`src/rtl/uart_pkg.sv`:
```
// Shared types, constants and the baud divisor helper for the UART blocks.
// uart_div returns 0 when the requested rate cannot be met, so callers can refuse to elaborate.
package uart_pkg;

  typedef enum logic [2:0] {
    IDLE,
    START,
    DATA,
    PARITY,
    STOP,
    BREAK
  } uart_rx_state_t;

  localparam int UART_OVERSAMPLE       = 8;
  localparam int UART_DATA_BITS        = 8;
  localparam int UART_SAMPLE_TICKS [3] = '{3, 4, 5};

  // Rounded clocks-per-tick; 0 means below one clock or more than 2 % rate error.
  function automatic int uart_div(input longint clk_freq, input longint baud);
    longint os;
    longint tol;
    longint d;
    longint actual;
    longint diff;
    os  = UART_OVERSAMPLE;
    tol = 50;
    if (baud <= 0 || clk_freq <= 0) return 0;
    d = (clk_freq + (baud * os) / 2) / (baud * os);
    if (d < 1) return 0;
    actual = d * baud * os;
    diff   = (clk_freq > actual) ? (clk_freq - actual) : (actual - clk_freq);
    if (diff * tol > actual) return 0;
    return int'(d);
  endfunction

endpackage

```
`src/rtl/uart_baud_tick.sv`:
```
// Oversampling prescaler: one-cycle tick every DIV clocks, restarted from zero by clear.
// Shared between the receiver and the planned transmitter.
module uart_baud_tick #(
  parameter int DIV = 13
) (
  input  logic clock,
  input  logic reset,
  input  logic clear,
  output logic tick
);

  localparam int CW = (DIV > 1) ? $clog2(DIV) : 1;

  logic [CW-1:0] cnt;

  assign tick = (cnt == CW'(DIV - 1));

  always_ff @(posedge clock) begin
    if (reset || clear) begin
      cnt <= '0;
    end else if (tick) begin
      cnt <= '0;
    end else begin
      cnt <= cnt + 1'b1;
    end
  end

endmodule

```
`src/rtl/uart_rx.sv`:
```
// UART receiver: 8N1 with 8x oversampling and 3-sample majority vote, valid/ready output.
// Define UART_RX_PARITY_EN for 8E1 framing with a parity_err status pulse.
module uart_rx
  import uart_pkg::*;
#(
  parameter int CLK_FREQ = 12_000_000,
  parameter int BAUD     = 115_200
) (
  input  logic       clock,
  input  logic       reset,
  input  logic       rx_in,
  output logic [7:0] rx_data,
  output logic       rx_valid,
  input  logic       rx_ready,
  output logic       frame_err,
  output logic       overrun,
  output logic       parity_err
);

  localparam int DIV    = uart_div(CLK_FREQ, BAUD);
  localparam int TICK_W = $clog2(UART_OVERSAMPLE);
  localparam int BIT_W  = $clog2(UART_DATA_BITS);

  if (DIV < 1) begin : g_div_check
    $fatal(1, "uart_rx: CLK_FREQ/BAUD gives no usable divisor");
  end

  logic              sync1;
  logic              rx_s;
  uart_rx_state_t    state;
  uart_rx_state_t    next_state;
  logic              clear_tick;
  logic              tick;
  logic [TICK_W-1:0] tick_idx;
  logic              samp_a;
  logic              samp_b;
  logic              majority;
  logic              decide;
  logic [BIT_W-1:0]  bit_idx;
  logic [7:0]        shift_reg;
  logic              bit_clr;
  logic              shift_en;
  logic              stop_ok;
  logic              stop_bad;
  logic              load;
  logic              drop;

  always_ff @(posedge clock) begin
    if (reset) begin
      sync1 <= 1'b1;
      rx_s  <= 1'b1;
    end else begin
      sync1 <= rx_in;
      rx_s  <= sync1;
    end
  end

  // The prescaler only runs while a frame is being timed, so windows align to the start edge.
  assign clear_tick = (state == IDLE) || (state == BREAK);

  uart_baud_tick #(
    .DIV(DIV)
  ) u_baud_tick (
    .clock(clock),
    .reset(reset),
    .clear(clear_tick),
    .tick (tick)
  );

  always_ff @(posedge clock) begin
    if (reset || clear_tick) begin
      tick_idx <= '0;
    end else if (tick) begin
      tick_idx <= tick_idx + 1'b1;
    end
  end

  always_ff @(posedge clock) begin
    if (reset) begin
      samp_a <= 1'b1;
      samp_b <= 1'b1;
    end else if (tick) begin
      if (tick_idx == TICK_W'(UART_SAMPLE_TICKS[0])) samp_a <= rx_s;
      if (tick_idx == TICK_W'(UART_SAMPLE_TICKS[1])) samp_b <= rx_s;
    end
  end

  assign majority = (samp_a & samp_b) | (samp_a & rx_s) | (samp_b & rx_s);
  assign decide   = tick && (tick_idx == TICK_W'(UART_SAMPLE_TICKS[2]));

  always_ff @(posedge clock) begin
    if (reset) begin
      state <= IDLE;
    end else begin
      state <= next_state;
    end
  end

  // Every timed state moves on at the mid-window decision, not at the end of the window.
  always_comb begin
    next_state = state;
    case (state)
      IDLE:   if (!rx_s) next_state = START;
      START:  if (decide) next_state = majority ? IDLE : DATA;
      DATA: begin
        if (decide && bit_idx == BIT_W'(UART_DATA_BITS - 1)) begin
`ifdef UART_RX_PARITY_EN
          next_state = PARITY;
`else
          next_state = STOP;
`endif
        end
      end
      PARITY: if (decide) next_state = STOP;
      STOP:   if (decide) next_state = majority ? IDLE : BREAK;
      BREAK:  if (rx_s) next_state = IDLE;
      default: next_state = IDLE;
    endcase
  end

`ifdef UART_RX_PARITY_EN
  logic par_chk;
  logic parity_bad;
`endif

  always_comb begin
    bit_clr  = 1'b0;
    shift_en = 1'b0;
    stop_ok  = 1'b0;
    stop_bad = 1'b0;
`ifdef UART_RX_PARITY_EN
    par_chk  = 1'b0;
`endif
    case (state)
      START: bit_clr  = decide;
      DATA:  shift_en = decide;
`ifdef UART_RX_PARITY_EN
      PARITY: par_chk = decide;
`endif
      STOP: begin
        stop_ok  = decide && majority;
        stop_bad = decide && !majority;
      end
      default: ;
    endcase
  end

  always_ff @(posedge clock) begin
    if (reset) begin
      bit_idx   <= '0;
      shift_reg <= '0;
    end else if (bit_clr) begin
      bit_idx <= '0;
    end else if (shift_en) begin
      bit_idx   <= bit_idx + 1'b1;
      shift_reg <= {majority, shift_reg[7:1]};
    end
  end

  // A completed byte overwrites rx_data only if the previous one is gone or leaving this cycle.
  assign load = stop_ok && (!rx_valid || rx_ready);
  assign drop = stop_ok && rx_valid && !rx_ready;

  always_ff @(posedge clock) begin
    if (reset) begin
      rx_data   <= '0;
      rx_valid  <= 1'b0;
      frame_err <= 1'b0;
      overrun   <= 1'b0;
    end else begin
      if (load) begin
        rx_data  <= shift_reg;
        rx_valid <= 1'b1;
      end else if (rx_valid && rx_ready) begin
        rx_valid <= 1'b0;
      end
      frame_err <= stop_bad;
      overrun   <= drop;
    end
  end

`ifdef UART_RX_PARITY_EN
  always_ff @(posedge clock) begin
    if (reset || bit_clr) begin
      parity_bad <= 1'b0;
    end else if (par_chk) begin
      parity_bad <= ^{shift_reg, majority};
    end
  end

  always_ff @(posedge clock) begin
    if (reset) begin
      parity_err <= 1'b0;
    end else begin
      parity_err <= (stop_ok || stop_bad) && parity_bad;
    end
  end
`else
  assign parity_err = 1'b0;
`endif

endmodule
```
`config.mk`:
```
export PLATFORM = sky130hd
export DESIGN_NAME = uart_rx
export DESIGN_NICKNAME = d
export VERILOG_FILES = /design/src/rtl/uart_pkg.sv /design/src/rtl/uart_baud_tick.sv /design/src/rtl/uart_rx.sv
export SDC_FILE = /design/constraint.sdc
export NUM_CORES = 1
export LEC_CHECK = 0
export ABC_AREA = 1
export CORE_MARGIN = 2
export CORE_UTILIZATION = 45
export CTS_BUF_LIST = sky130_fd_sc_hd__clkbuf_8 sky130_fd_sc_hd__clkbuf_16
export CTS_CLUSTER_SIZE = 24
export DETAILED_ROUTE_END_ITERATION = 10
export PLACE_DENSITY = 0.68
export SYNTH_ARGS = -nofsm -noshare
export SYNTH_HDL_FRONTEND = slang
export SYNTH_SLANG_ARGS = --single-unit
```
`constraint.sdc`:
```
create_clock -name clock -period 1.5 [get_ports clock]
set_clock_uncertainty 0.1 [all_clocks]
set_input_delay 0.375 -clock clock [delete_from_list [all_inputs] [get_ports clock]]
set_output_delay 0.375 -clock clock [all_outputs]
set_load 0.01 [all_outputs]
```
# [After elaboration in Yosys (flattened, before gate mapping)]
# Index checks and enable logic that the tools add are counted.
[classes] add_sub_neg=3 n_eq_ne=16 n_mux=14 bitwise=7 n_reduce_logical=23
[op_table] cell="$mux 3" count=7
[op_table] cell="$pmux 3 s6" count=1
[op_table] cell="$eq 3x3->1 const B" count=5
[op_table] cell="$ne 2x2->1 const B" count=6
[op_table] cell="$eq 3x2->1 const B" count=3
[op_table] cell="$logic_and 1x1->1" count=8
[op_table] cell="$add 3x1->3 const B" count=2
[op_table] cell="$reduce_and 2->1" count=3
[op_table] cell="$reduce_and 6->1" count=1
[op_table] cell="$reduce_or 2->1" count=3
[op_table] cell="$mux 1" count=5
[op_table] cell="$add 4x1->4 const B" count=1
[op_table] cell="$eq 4x4->1 const B" count=1
[op_table] cell="$and 1x1->1" count=3
[op_table] cell="$eq 3x1->1 const B" count=1
[op_table] cell="$logic_not 1->1" count=3
[op_table] cell="$logic_not 3->1" count=1
[op_table] cell="$logic_or 1x1->1" count=3
[op_table] cell="$mux 2" count=1
[op_table] cell="$not 1->1" count=2
[op_table] cell="$or 1x1->1" count=2
[op_table] cell="$reduce_bool 2->1" count=1
[totals] regBits=36 inputBits=4 out_inout_bits=12 word_cells=76

# [Depth between registers and ports, before layout]
# Gate-level depths: netlist (run 1).
[logic_depth] depth_word=7 ltp_mapped=10 ltp_nobuf=10

# [Hierarchy]
# A second synthesis (run 1) with hierarchy kept.
[unflattened] hier_cells=206 hier_area_um2=1596.5
[modules_own_cells] module="uart_rx" n_inst=1 cells_per_inst=183 area_each_um2=1412.6 seq_area_each_um2=640.6
[modules_own_cells] module="uart_baud_tick" n_inst=1 cells_per_inst=23 area_each_um2=183.9 seq_area_each_um2=80.1

# [Least setup slack after synthesis (run 1)]
# OpenSTA, ideal clock, no wires.
[synth_timing] path_type="register -> register" start="reg u_baud_tick.cnt[0]" end="reg overrun" setup_ps=73 arrival_ps=1273 required_ps=1327 setup_slack_ps=54 path_stages_with_launch=8 path_buffers=0 period_less_slack_ps=1446 path_cell_list="dfxtp_1 > inv_1 > ha_1 > inv_1 > nor2_4 > nand2_4 > nor3_4 > nor3b_2"
[synth_via] elab_chain_cells=6
[synth_rtl] item="start: declaration" line="uart_baud_tick.sv:14" text="logic [CW-1:0] cnt;"
[synth_rtl] item="start signal: assignment" line="uart_baud_tick.sv:24" text="cnt <= cnt + 1'b1;"
[synth_rtl] item="$eq 4x4->1" line="uart_baud_tick.sv:16" text="assign tick = (cnt == CW'(DIV - 1));"
[synth_rtl] item="$logic_and 1x1->1" line="uart_rx.sv:89" text="assign decide = tick && (tick_idx == TICK_W'(UART_SAMPLE_TICKS[2]));"
[synth_rtl] item="$logic_and 1x1->1" line="uart_rx.sv:141" text="stop_ok = decide && majority;"
[synth_rtl] item="$mux 1" line="uart_rx.sv:134" text="case (state)"
[synth_rtl] item="$logic_and 1x1->1 (2 in series)" line="uart_rx.sv:162" text="assign drop = stop_ok && rx_valid && !rx_ready;"
[synth_rtl] item="end signal: assignment" line="uart_rx.sv:178" text="overrun <= drop;"
[synth_rtl] item="end: declaration" line="uart_rx.sv:16" text="output logic overrun,"
# Every way passes these cells.
# A chain may end at the register's enable or synchronous reset.

# [Worst setup path in the final report (run 1)]
[layout_timing] start="reg u_baud_tick.cnt[1]" end="reg rx_data[2]"
[layout_via] elab_chain_cells=5
[layout_rtl] item="$eq 4x4->1" line="uart_baud_tick.sv:16"
[layout_rtl] item="$logic_and 1x1->1" line="uart_rx.sv:89"
[layout_rtl] item="$logic_and 1x1->1" line="uart_rx.sv:141"
[layout_rtl] item="$mux 1" line="uart_rx.sv:134"
[layout_rtl] item="$logic_and 1x1->1" line="uart_rx.sv:161" text="assign load = stop_ok && (!rx_valid || rx_ready);"
[layout_rtl] item="end signal: assignment" line="uart_rx.sv:172" text="rx_data <= shift_reg;"
[layout_rtl] item="end: declaration" line="uart_rx.sv:12" text="output logic [7:0] rx_data,"
# Every way passes these cells.

==> results of run 1 <==
==> how the worst min path moves through the flow <==
stage	startpoint	endpoint	slack (ns)	depth (start not counted)
floorplan	sync1$_SDFF_PP1_	rx_s$_SDFF_PP1_	0.29	1
global placement	sync1$_SDFF_PP1_	rx_s$_SDFF_PP1_	0.31	1
detailed placement	sync1$_SDFF_PP1_	rx_s$_SDFF_PP1_	0.31	1
CTS	sync1$_SDFF_PP1_	rx_s$_SDFF_PP1_	0.33	1
global route	sync1$_SDFF_PP1_	rx_s$_SDFF_PP1_	0.34	1
finish	sync1$_SDFF_PP1_	rx_s$_SDFF_PP1_	0.32	1
==> worst max-delay path, cell delays in order (launching register included) <==
cell,delay (ns)
dfxtp_2,0.33
inv_2,0.06
ha_4,0.14
nand3_4,0.08
nor2_4,0.20
nand4_4,0.19
o21ai_0,0.22
nor2_1,0.07
==> stage by stage <==
stage / setup TNS (ns) / utilization [%]
after floorplan: 0 / -
after global placement: -1.83 / 55.9
after detailed placement: -1.98 / 55.9
after CTS: -0.152 / 59.9
after global routing: -0.633 / 63.6
final: -0.00743 / 63.6
==> kinds of logic after synthesis <==
| logic type | share of synthesized area, % |
|---|---|
| AND/OR/NAND/NOR | 26.7 |
| AO/OA/AOI/OAI | 12.7 |
| flip-flops | 45.5 |
| buffers and inverters | 6.87 |
| adder cells (fa/ha/maj) | 6.32 |
| XOR/XNOR | 1.66 |
| other | 0.237 |
==> layer usage <==
metal  global-route usage [%]  up-vias
met5                        0        -
met4                     7.34        0
met3                     7.86        2
met2                     24.9       28
met1                     23.4      621
li1                         -      714
==> cell usage in the layout, fill, tap and decap left out, drive strengths merged, types with 2 or more instances in the layout <==
| cell type | Yosys | routed |
|---|---|---|
| or2 | 3 | 3 |
| buf | 3 | 21 |
| nand4 | 2 | 2 |
| dlygate4sd2 | 0 | 11 |
| nand2 | 36 | 36 |
| ha | 8 | 8 |
| a21oi | 17 | 17 |
| o21ai | 20 | 20 |
| inv | 17 | 17 |
| xor2 | 2 | 2 |
| nor2 | 37 | 37 |
| nand3 | 7 | 7 |
| dfxtp | 36 | 36 |
| nor3 | 3 | 3 |
| clkdlybuf4s50 | 0 | 3 |
| clkbuf | 4 | 7 |
==> power by group through the flow <==
stage	Sequential, mW	Combinational [mW]	Clock, mW
2_1_floorplan	1.05	0.280	0
3_3_place_gp	1.05	0.382	0
3_5_place_dp	1.05	0.388	0
4_1_cts	1.03	0.398	0.949
5_1_grt	1.05	0.579	1.00
6_report	1.04	0.510	0.925
==> repair_timing <==
item,in CTS,in global routing
hold buffers,0,0
gates cloned,1,0
setup endpoints to repair,28,24
resized for setup,17,42
pin swaps,1,6
setup buffers,0,1
==> cell type report <==
class	count	area, um2
repair buffers	35	299
inverters	17	68.8
fillers	309	1220
flip-flops and latches	36	724
multi-input cells	140	862
well taps	46	57.6
clock buffers	7	96.3
clock inverters	1	30.0
==> flow_summary.ini, run 1 <==
[detailed_routing]
drt_first_iter_violations = 67
via_per_inst = 4.84
drc = 0
totalWireLength_um = 3240
wl_met3_um = 157
drtAntennaViolNets = 0
dr.pass1.iters = 4
met1Wirelength_um = 1640
vias = 1365
wl_met2_um = 1420
wl_per_cell_um = 11.5
highest_layer = met4

[power]
finalPower_mw = 2.48
p_clk_share_pct = 37.3
power_frac_comb_pct = 20.6
ir_worst_vdd_mv = 0.561
p_sw_share_pct = 27.9
internal-power_mw = 1.79
seqPwrFrac_pct = 42.1
p_leak_nw = 0.957
power_density_nw_per_um2 = 1160
p_switching_mw = 0.690

[yosys]
syn_avg_cell_area_um2 = 7.92
synthTopCellsByArea = dfxtp_1 45%, nor2_1 8.3%, nand2_1 7.8%
synth_edf_count = 0
synth_flop_cell = dfxtp_1
yosysWarnings = 0
synth_async_sr_flop_share_pct = 0
yosysTopAreaCellShare_pct = 45.5
synth-seq-cells = 36
ys_seq_area_share_pct = 45.5
synth_cell_types = 27
yosysTopAreaCell = dfxtp_1
syn_area_um2 = 1580
yosysMostFrequentCell = dfxtp_1
netlist_top_cells_count = 36 x dfxtp_1, 35 x nor2_1, 33 x nand2_1, 20 x o21ai_0, 17 x a21oi_1
syn_nets = 212
synth_cells = 200

[timing]
finalHoldViolations = 0
setup_viol = 1
setup_ws_ns = -0.00743
finalCritPeriodShare_pct = 100
holdWs_ns = 0.321
max_freq_mhz = 663
slew_viol_final = 0
rsz0062_at_grt = true
period_minus_slack_ns = 1.51

[cells_and_area]
final_cell_area_um2 = 2140
drive_gt1_share_pct = 28.0
nets = 247
syn2layout_area_growth_pct = 35.0
final_cells = 282
diodes = 0

[critical_path]
end_kind = flop
r2r_cells = 7
crit_end = rx_data[2]$_SDFFE_PP0P_
crit_path_start_kind = flop
required_ns = 1.58
regToRegStartpoint = u_baud_tick.cnt[1]$_SDFF_PP0_
cp_max_fo = 9
crit_type = reg2reg
reg2reg_to = rx_data[2]$_SDFFE_PP0P_
worstPathArrival_ns = 1.59
cp-startpoint = u_baud_tick.cnt[1]$_SDFF_PP0_
rrSetupSlack_ns = -0.007

[global_route]
first_global_vias = 1255
grt_max_degree = 16
antenna_found_initial = 0
overflow = 0
track_usage_pct = 17.7
grt_pass1_wl_um = 5550

[floorplanning]
rows = 21
fp.dieH_um = 63.3
io_pins = 16
initial_core_util_pct = 47.1
die_area_um2 = 4010
core_um2 = 3360
die_x_um = 63.3

[clock_tree]
cts_buffer_depth = 2
cts_tree = built
root_buffer = clkbuf_8
cts_made_buffers = 5
clock-sinks = 36
htree_levels = 2
clkTransAtPathRegs_ns = 0.07
clk_latency_ns = 0.29

[placed_design]
dp.final_hpwl_um = 2130
dp_cells = 272
dpl_cell_area_um2 = 1880
gp_congestion = 0.880
portBuffers = 14
pre_cts_slack_ns = -0.174

[min_path]
holdCritPathClass = reg2reg

[status]
outcome = complete, but fails checks
violations = negative setup slack

[flow_run]
maxCapViolations = 0
(Power assumes the default switching activity.)
==> run 2, diff against run 1 <==
REMOVE_ABC_BUFFERS = 1   (was not set)
==> run 2 against run 1 <==
Compared with the run above:
- the flow now finishes without violations
- critical endpoint is now bit_idx[0]$_SDFFE_PP0P_
- fmax grew 3.3%
- highest routed layer unchanged
- sequential share of layout area shrank 0.060 points
- cell count is the same
- critical path depth grew 1
- register-to-register slack gained 0.05 ns
- worst hold slack gained 0.0091 ns
- core utilization grew 0.22 points
- total power shrank 4.7%
- cell area grew 0.35%
- die area is the same
- sequential power is essentially flat
==> flow_summary.ini, run 2 (same netlist as run 1, synthesis figures left out) <==
[min_path]
holdCritPathClass = reg2reg

[detailed_routing]
dr.pass1.iters = 4
drtAntennaViolNets = 0
wl_per_cell_um = 10.8
drt_first_iter_violations = 59
drc = 0
via_per_inst = 4.82
totalWireLength_um = 3050
vias = 1359

[critical_path]
crit_path_start_kind = flop
cp_max_fo = 5
crit_path_max_incr_delay_ns = 0.32
worstPathArrival_ns = 1.52
slowest_stage = dfxtp_2
path_cells = inv_2 -> ha_4 -> nand3_4 -> nor2_4 -> nand2_4 -> buf_6 -> xor2_1 -> nor2_1
required_ns = 1.56
crit_type = reg2reg
end_kind = flop

[cells_and_area]
multi_input_area_um2 = 871
diodes = 0
final_common_cell = dfxtp_1
final_cell_mix = 32 x dfxtp_1, 31 x nor2_1, 29 x nand2_1
nets = 247
finish.utilization_pct = 63.8
syn2layout_area_growth_pct = 35.5
nFillCells = 311
drive_gt1_share_pct = 30.1
final_cell_area_um2 = 2150
ff_latch_area_um2 = 726

[clock_tree]
clock-sinks = 36
cts_buffer_depth = 2
hold_buffers = 0
clkTransAtPathRegs_ns = 0.07
htree_levels = 2
cts_tree = built
cts_made_buffers = 5
clk_latency_ns = 0.29
root_buffer = clkbuf_8

[timing]
setup_ws_ns = 0.0401
max_freq_mhz = 685
rsz0062_at_grt = true
slew_viol_final = 0
finalCritPeriodShare_pct = 97.3
finalSetupTns_ns = 0
period_minus_slack_ns = 1.46
setup_viol = 0
finalHoldViolations = 0

[floorplanning]
initial_core_util_pct = 47.1
core_um2 = 3360
io_pins = 16
die_area_um2 = 4010
die_x_um = 63.3
rows = 21
fp.dieH_um = 63.3

[global_route]
grt_pass1_wl_um = 5470
overflow = 0
track_usage_pct = 17.0
first_global_vias = 1301
antenna_found_initial = 0
grt_max_degree = 13

[placed_design]
portBuffers = 14
gp_congestion = 0.822
pre_cts_slack_ns = -0.188
dp.final_hpwl_um = 2170
dpl_cell_area_um2 = 1880

[power]
power_density_nw_per_um2 = 1100
ir_worst_vdd_mv = 0.715
p_sw_share_pct = 28.6
power_frac_comb_pct = 20.7
p_clk_share_pct = 35.2
seqPwrFrac_pct = 44.1
internal-power_mw = 1.69
p_switching_mw = 0.675
p_leak_nw = 0.962
finalPower_mw = 2.36

[status]
outcome = completed

[flow_run]
maxCapViolations = 0
==> run 2: changes by cell type in the layout (fill, tap and decap cells not counted), moves of 2 or more <==
cell / previous run / this run
a21oi_1: 16 / 14
a21oi_2: 1 / 3
o21ai_0: 8 / 5
nand2_1: 27 / 29
o21ai_1: 6 / 8
clkbuf_8: 7 / 5
nor2_1: 33 / 31
==> run 2: final cells by class <==
| type | count | area share [%] |
|---|---|---|
| clock buffer | 5 | 3.21 |
| clock inverter | 3 | 1.98 |
| inverter | 17 | 3.21 |
| multi-input combinational | 140 | 40.6 |
| sequential | 36 | 33.8 |
| tap | 46 | 2.68 |
| timing repair buffer | 35 | 14.5 |
==> run 2: metal layers <==
metal  track usage [%]  part of all wire, %  vias up
met5                 0                    0        -
met4              5.71                  1.4        0
met3              4.82                  3.9        5
met2              27.2                   45       29
met1              21.8                   50      611
li1                  -                    -      714
==> run 2: timing repair <==
action / 4_1_cts / 5_1_grt
pin swaps: 1 / 12
setup buffers: 0 / 3
endpoints found under the setup margin: 22 / 24
gates cloned: 0 / 0
resized for setup: 22 / 45
==> run 2: per-stage QoR <==
step / hold WS, ns / std cells
after CTS: 0.333 / 279
after global routing: 0.353 / 282
after floorplan: 0.289 / 193
after detailed placement: 0.309 / 271
final: 0.330 / 282
after global placement: 0.307 / 271
==> run 2: power groups by stage <==
| stage | clock network [mW] | logic [mW] | registers [mW] |
|---|---|---|---|
| floorplan | 0 | 0.274 | 1.05 |
| finish | 0.832 | 0.489 | 1.04 |
| detailed placement | 0 | 0.391 | 1.05 |
| global route | 0.889 | 0.560 | 1.05 |
| global placement | 0 | 0.380 | 1.05 |
| CTS | 0.851 | 0.411 | 1.03 |
==> run 2: final timing paths <==
kind	endpoint	slack [ns]	startpoint	cells past startpoint
worst max register to register	bit_idx[0]$_SDFFE_PP0P_	0.04	u_baud_tick.cnt[1]$_SDFF_PP0_	8
worst min-delay path	rx_s$_SDFF_PP1_	0.33	sync1$_SDFF_PP1_	1
worst min register to register	rx_s$_SDFF_PP1_	0.33	sync1$_SDFF_PP1_	1
worst max-delay path	bit_idx[0]$_SDFFE_PP0P_	0.04	u_baud_tick.cnt[1]$_SDFF_PP0_	8
==> run 2: critical path: cells and delay by family (launching register included) <==
family / cells / cell delay, ns
xor gates and xnor gates: 1 / 0.12
adders and majority gates: 1 / 0.14
buffers and inverters: 2 / 0.20
DFF: 1 / 0.32
and+or+nand+nor: 4 / 0.44
